[src/rtl/ps2_mailbox_pkg.sv]
// Shared types and constants for the PS/2 keyboard mailbox: FSM states,
// prefix scancodes and the layout of the 32-bit status word.
package ps2_pkg;

   typedef enum logic [1:0] {
      ST_IDLE   = 2'd0,
      ST_DATA   = 2'd1,
      ST_PARITY = 2'd2,
      ST_STOP   = 2'd3
   } ps2_state_t;

   localparam logic [7:0] PS2_BREAK = 8'hF0;
   localparam logic [7:0] PS2_EXT   = 8'hE0;

   localparam int MB_CODE_LSB  = 0;
   localparam int MB_CODE_W    = 8;
   localparam int MB_BREAK_BIT = 8;
   localparam int MB_EXT_BIT   = 9;
   localparam int MB_EVT_LSB   = 16;
   localparam int MB_EVT_W     = 8;
   localparam int MB_ERR_LSB   = 24;
   localparam int MB_ERR_W     = 7;

   localparam int MAILBOX_WORD = 510;

   // Unlisted bits ([15:10] and [31]) stay zero.
   function automatic logic [31:0] pack_mailbox(
      input logic [MB_CODE_W-1:0] code,
      input logic                 brk,
      input logic                 ext,
      input logic [MB_EVT_W-1:0]  evt,
      input logic [MB_ERR_W-1:0]  err
   );
      logic [31:0] mb;
      mb = '0;
      mb[MB_CODE_LSB +: MB_CODE_W] = code;
      mb[MB_BREAK_BIT]             = brk;
      mb[MB_EXT_BIT]               = ext;
      mb[MB_EVT_LSB +: MB_EVT_W]   = evt;
      mb[MB_ERR_LSB +: MB_ERR_W]   = err;
      return mb;
   endfunction

endpackage

[src/rtl/ps2_sync_edge.sv]
// Two-flop synchronisers for the PS/2 pins plus a history flop on the clock
// line; fall marks a synchronised high-to-low transition of ps2_clk.
module ps2_sync_edge (
   input  logic clk,
   input  logic rst,
   input  logic ps2_clk,
   input  logic ps2_data,
   output logic data_s,
   output logic fall
);

   logic clk_s1_q, clk_s2_q, clk_hist_q;
   logic data_s1_q, data_s2_q;

   // Reset to the idle line level so leaving reset never looks like an edge.
   always_ff @(posedge clk) begin
      if (rst) begin
         clk_s1_q   <= 1'b1;
         clk_s2_q   <= 1'b1;
         clk_hist_q <= 1'b1;
         data_s1_q  <= 1'b1;
         data_s2_q  <= 1'b1;
      end else begin
         clk_s1_q   <= ps2_clk;
         clk_s2_q   <= clk_s1_q;
         clk_hist_q <= clk_s2_q;
         data_s1_q  <= ps2_data;
         data_s2_q  <= data_s1_q;
      end
   end

   assign data_s = data_s2_q;
   assign fall   = clk_hist_q & ~clk_s2_q;

endmodule

[src/rtl/ps2_mailbox.sv]
// PS/2 keyboard receiver feeding a polled 32-bit status word: deserialises
// frames, folds F0/E0 prefixes into flags and keeps event/error counts.
module ps2_mailbox
   import ps2_pkg::*;
#(
   parameter int TIMEOUT_CYC = 100_000
) (
   input  logic        clk,
   input  logic        rst,
   input  logic        ps2_clk,
   input  logic        ps2_data,
   output logic [31:0] mailbox,
   output logic        key_strobe,
   output logic        frame_err
);

   localparam int TW = $clog2(TIMEOUT_CYC + 1);
   localparam logic [TW-1:0] TMO_MAX = TW'(TIMEOUT_CYC);

   logic data_s, fall;

   ps2_sync_edge u_sync (
      .clk      (clk),
      .rst      (rst),
      .ps2_clk  (ps2_clk),
      .ps2_data (ps2_data),
      .data_s   (data_s),
      .fall     (fall)
   );

   ps2_state_t             state_q;
   logic [2:0]             bit_idx_q;
   logic [7:0]             shift_q;
   logic                   parity_q;
   logic [TW-1:0]          tmo_q;
   logic                   pend_break_q, pend_ext_q;
   logic [MB_CODE_W-1:0]   code_q;
   logic                   brk_q, ext_q;
   logic [MB_EVT_W-1:0]    evt_cnt_q;
   logic [MB_ERR_W-1:0]    err_cnt_q;
   logic                   key_strobe_q, frame_err_q;

   logic tmo_fire, stop_edge, frame_ok, err_evt, key_evt, brk_evt, ext_evt;
   logic [MB_ERR_W-1:0] err_cnt_d;

   // A timeout in the same cycle as an edge takes priority and swallows it.
   always_comb begin
      tmo_fire  = (state_q != ST_IDLE) && (tmo_q == TMO_MAX);
      stop_edge = !tmo_fire && fall && (state_q == ST_STOP);
      frame_ok  = data_s && ((^shift_q) ^ parity_q);
      err_evt   = tmo_fire || (stop_edge && !frame_ok);
      brk_evt   = stop_edge && frame_ok && (shift_q == PS2_BREAK);
      ext_evt   = stop_edge && frame_ok && (shift_q == PS2_EXT);
      key_evt   = stop_edge && frame_ok && !brk_evt && !ext_evt;
      err_cnt_d = (err_cnt_q == '1) ? err_cnt_q : err_cnt_q + 1'b1;
   end

   always_ff @(posedge clk) begin
      if (rst) begin
         state_q      <= ST_IDLE;
         bit_idx_q    <= '0;
         shift_q      <= '0;
         parity_q     <= 1'b0;
         tmo_q        <= '0;
         pend_break_q <= 1'b0;
         pend_ext_q   <= 1'b0;
         code_q       <= '0;
         brk_q        <= 1'b0;
         ext_q        <= 1'b0;
         evt_cnt_q    <= '0;
         err_cnt_q    <= '0;
         key_strobe_q <= 1'b0;
         frame_err_q  <= 1'b0;
      end else begin
         key_strobe_q <= key_evt;
         frame_err_q  <= err_evt;

         if (tmo_fire) begin
            state_q <= ST_IDLE;
            tmo_q   <= '0;
         end else begin
            if (state_q == ST_IDLE || fall)
               tmo_q <= '0;
            else
               tmo_q <= tmo_q + TW'(1);

            if (fall) begin
               case (state_q)
                  ST_IDLE: begin
                     // A high data bit here is line noise, not a start bit.
                     if (!data_s) begin
                        state_q   <= ST_DATA;
                        bit_idx_q <= '0;
                     end
                  end
                  ST_DATA: begin
                     shift_q   <= {data_s, shift_q[7:1]};
                     bit_idx_q <= bit_idx_q + 3'd1;
                     if (bit_idx_q == 3'd7)
                        state_q <= ST_PARITY;
                  end
                  ST_PARITY: begin
                     parity_q <= data_s;
                     state_q  <= ST_STOP;
                  end
                  ST_STOP: begin
                     state_q <= ST_IDLE;
                  end
                  default: state_q <= ST_IDLE;
               endcase
            end
         end

         if (err_evt) begin
            err_cnt_q    <= err_cnt_d;
            pend_break_q <= 1'b0;
            pend_ext_q   <= 1'b0;
         end else if (key_evt) begin
            code_q       <= shift_q;
            brk_q        <= pend_break_q;
            ext_q        <= pend_ext_q;
            evt_cnt_q    <= evt_cnt_q + 1'b1;
            pend_break_q <= 1'b0;
            pend_ext_q   <= 1'b0;
         end else begin
            if (brk_evt) pend_break_q <= 1'b1;
            if (ext_evt) pend_ext_q   <= 1'b1;
         end
      end
   end

   assign mailbox    = pack_mailbox(code_q, brk_q, ext_q, evt_cnt_q, err_cnt_q);
   assign key_strobe = key_strobe_q;
   assign frame_err  = frame_err_q;

endmodule

[config.mk]
export PLATFORM = sky130hd
export DESIGN_NAME = ps2_mailbox
export DESIGN_NICKNAME = d
export VERILOG_FILES = /design/src/rtl/ps2_mailbox_pkg.sv /design/src/rtl/ps2_sync_edge.sv /design/src/rtl/ps2_mailbox.sv
export SDC_FILE = /design/constraint.sdc
export NUM_CORES = 1
export LEC_CHECK = 0
export BUFFER_PORTS_ARGS = -buffer_cell sky130_fd_sc_hd__buf_2
export CAP_MARGIN = 20
export CELL_PAD_IN_SITES_DETAIL_PLACEMENT = 1
export CELL_PAD_IN_SITES_GLOBAL_PLACEMENT = 1
export CORE_MARGIN = 2
export CORE_UTILIZATION = 44
export CTS_CLUSTER_DIAMETER = 80
export DETAILED_ROUTE_END_ITERATION = 10
export GPL_ROUTABILITY_DRIVEN = 0
export PLACE_DENSITY_LB_ADDON = 0.08
export SYNTH_ARGS = -nofsm -noshare
export SYNTH_HDL_FRONTEND = slang
export SYNTH_SLANG_ARGS = --single-unit
[constraint.sdc]
create_clock -name clk -period 2.85 [get_ports clk]
set_input_delay 0.1425 -clock clk [delete_from_list [all_inputs] [get_ports clk]]
set_output_delay 0.1425 -clock clk [all_outputs]
set_load 0.02 [all_outputs]
==> out/qor.yml <==
outcome:
  outcome: "finished clean"
logic_synthesis:
  synthAdderAreaFrac: 0.0602
  synth_xor_area_frac: 0.0586
  synth_cell_types: 45
  synth_area_mm2: 0.00312
  ys_seq_area_frac: 0.417
  synthArstFlopShare: 0
  ys_top_cells_by_area: "dfxtp_1 42%, ha_1 6.0%, a21oi_1 4.5%"
  yosys.area_share.simple: 0.224
  synth-main-ff-cell: "dfxtp_1"
  ys_seq_elements: 65
  synth_compound_area_frac: 0.112
  synth-warning-count: 0
  synth_top_area_frac: 0.417
  synth_edf_count: 0
  muxShareOfSynthArea: 0.0566
  synth_top_family_by_area: "simple AND/OR/NAND/NOR gates"
  avgSynthCellArea_um2: 8.91
  syn_inst: 350
  post-synth-top-area-cell: "dfxtp_1"
timing:
  holdWs_ns: 0.239
  relSlewSlack: 0.604
  min_period_ns: 2.40
  slew_violations: 0
  fmax_mhz: 416
  fin_skew_ns: 0.00901
  fin_crit_sh: 0.843
  finalSetupTns_ns: 0
  rsz0062_at_grt: "no"
  tightest_slew_ns: 0.593
  final_hold_viol_count: 0
  setup_viol: 0
cells_and_area:
  nets: 398
  area_delta_synth_final_pct: 14.8
  drive_above_1_share: 0.182
  nFillCells: 826
  ff_latch_area_mm2: 0.00130
  instances_no_fill: 480
  fin_area_mm2: 0.00358
  multiInputGateArea_mm2: 0.00163
  antenna_cells: 0
setup_path:
  cp.required_ns: 3.10
  critPathKind: "reg -> reg"
  startpoint_type: "flop"
  arrival_ns: 2.66
  critPathMaxFanout: 37
  r2r_setup_slack_ns: 0.45
  cp-end-kind: "flop"
drt:
  firstDrtPassIters: 4
  totalWireLength_mm: 6.57
  drt-initial-drc-count: 64
  vias: 2484
  drc: 0
  ant_nets: 0
  avgViaCountPerCell: 5.18
  avgRoutedWirePerCell_um: 13.7
power_and_ir_drop:
  powerDensity_mw_per_mm2: 531
  intPower_uw: 1530
  vdd_drop_max_mv: 0.238
  p_sw_frac: 0.198
  power.switching_uw: 376
  p_seq_frac: 0.480
  clock_power_share: 0.500
  leakage_uw: 0.00140
  total_power_uw: 1900
  pwr-share-comb: 0.020
placement:
  place_area_mm2: 0.00332
  port_buffers: 30
  place_inst: 462
  dp_hpwl_mm: 4.51
floorplanning:
  num_rows: 30
  die_x_um: 88.2
  start_util: 0.456
  die_h_um: 88.2
  ioPinCount: 38
  die_area_mm2: 0.00778
  core-area_mm2: 0.00683
clock_tree:
  cts_setup_buffers: 0
  clockBufferDepth: 2
  cts_buffers: 9
  cts-resized-gates: 0
  cts_tree: "yes"
  htree_num_levels: 3
  worstSkewPairLatency_ns: 0.34
  root_buffer: "clkbuf_8"
  clkTransAtPathRegs_ns: 0.07
  postCtsHoldBufs: 2
  clock-sinks: 65
flow_run:
  maxCapViolations: 0
global_routing:
  grt.total_usage: 0.184
  grt_pass1_wl_mm: 11.2
  grt_max_degree: 51
  grt_pass1_vias: 2409
  overflow: 0
  antenna_found_initial: 0
worst_hold_path:
  min_path_type: "in -> reg"
==> cells in the final DEF, fill, tap and decap left out, types with 7 or more instances in the layout <==
cell      synthesis  layout
ha_1             15      15
nand2_1          15      15
nor2_1           34      34
or3_1            14      14
mux2i_1          12      12
dfxtp_1          65      65
clkbuf_8          0      10
nand4_1          11      11
buf_2             6      30
a21oi_1          28      28
conb_1            1       7
nand3_1          11      11
xnor2_1           9       9
o21ai_0          14      14
inv_1            20      20
==> synth_stat cells, types with 9 or more instances <==
library cell	n
nand3_1	11
or3_1	14
clkbuf_1	10
nand2_1	15
ha_1	15
xnor2_1	9
nand4_1	11
inv_1	20
mux2i_1	12
dfxtp_1	65
o21ai_0	14
buf_4	10
a21oi_1	28
nor2_1	34
==> sequential cells by signal, summed over array words and instances, names as in the netlist, 2 cells and up <==
name,cells
bit_idx_q,3
code_q,8
err_cnt_q,7
evt_cnt_q,8
shift_q,8
state_q,2
tmo_q,17
==> power by group through the flow <==
stage / registers [µW] / logic, µW / clock network [µW]
floorplan: 934 / 34.1 / 0
global placement: 934 / 35.0 / 0
detailed placement: 934 / 35.7 / 0
CTS: 913 / 37.9 / 982
global route: 913 / 41.8 / 1030
finish: 913 / 37.7 / 952
==> cells by family (layout without fill, tap and decap cells) <==
logic type | after synthesis | after routing
other | 1 | 7
xor gates and xnor gates | 17 | 17
and+or+nand+nor | 129 | 129
adders and majority gates | 15 | 15
buffers and inverters | 46 | 74
muxes | 17 | 17
DFF | 65 | 65
AOI/OAI and AO/OA | 60 | 60
==> routing by layer <==
| layer | part of all wire | global-route usage | vias to the layer above |
|---|---|---|---|
| li1 | - | - | 1252 |
| met1 | 0.47 | 0.240 | 1196 |
| met2 | 0.49 | 0.295 | 31 |
| met3 | 0.032 | 0.0537 | 5 |
| met4 | 0.0070 | 0.0537 | 0 |
| met5 | 0 | 0 | - |
==> layout make-up <==
| type | count | area share |
|---|---|---|
| sequential | 65 | 0.363 |
| clock inverter | 5 | 0.0287 |
| inverter | 20 | 0.0210 |
| clock buffer | 11 | 0.0395 |
| multi-input combinational | 245 | 0.454 |
| timing repair buffer | 38 | 0.0601 |
| tap | 96 | 0.0335 |
==> worst max-delay path, stage by stage (launching register included) <==
cell	delay, ns
dfxtp_1	0.34
ha_1	0.33
xnor3_2	0.42
xnor2_4	0.19
nand3_4	0.30
or4_1	0.56
a21oi_1	0.17
==> metrics by stage <==
step	utilization	setup slack, ns
after global placement	0.486	0.540
after floorplan	-	0.782
after detailed placement	0.486	0.469
after global routing	0.524	0.260
after CTS	0.524	0.441
final	0.524	0.448
==> final timing paths <==
kind | to | start | cells past startpoint
max | evt_cnt_q[5] | shift_q[6] | 6
min | pend_break_q | rst | 4
max reg2reg | evt_cnt_q[5] | shift_q[6] | 6
min reg2reg | u_sync.clk_s2_q | u_sync.clk_s1_q | 1
Note: power is estimated with default switching activity, not from simulation.
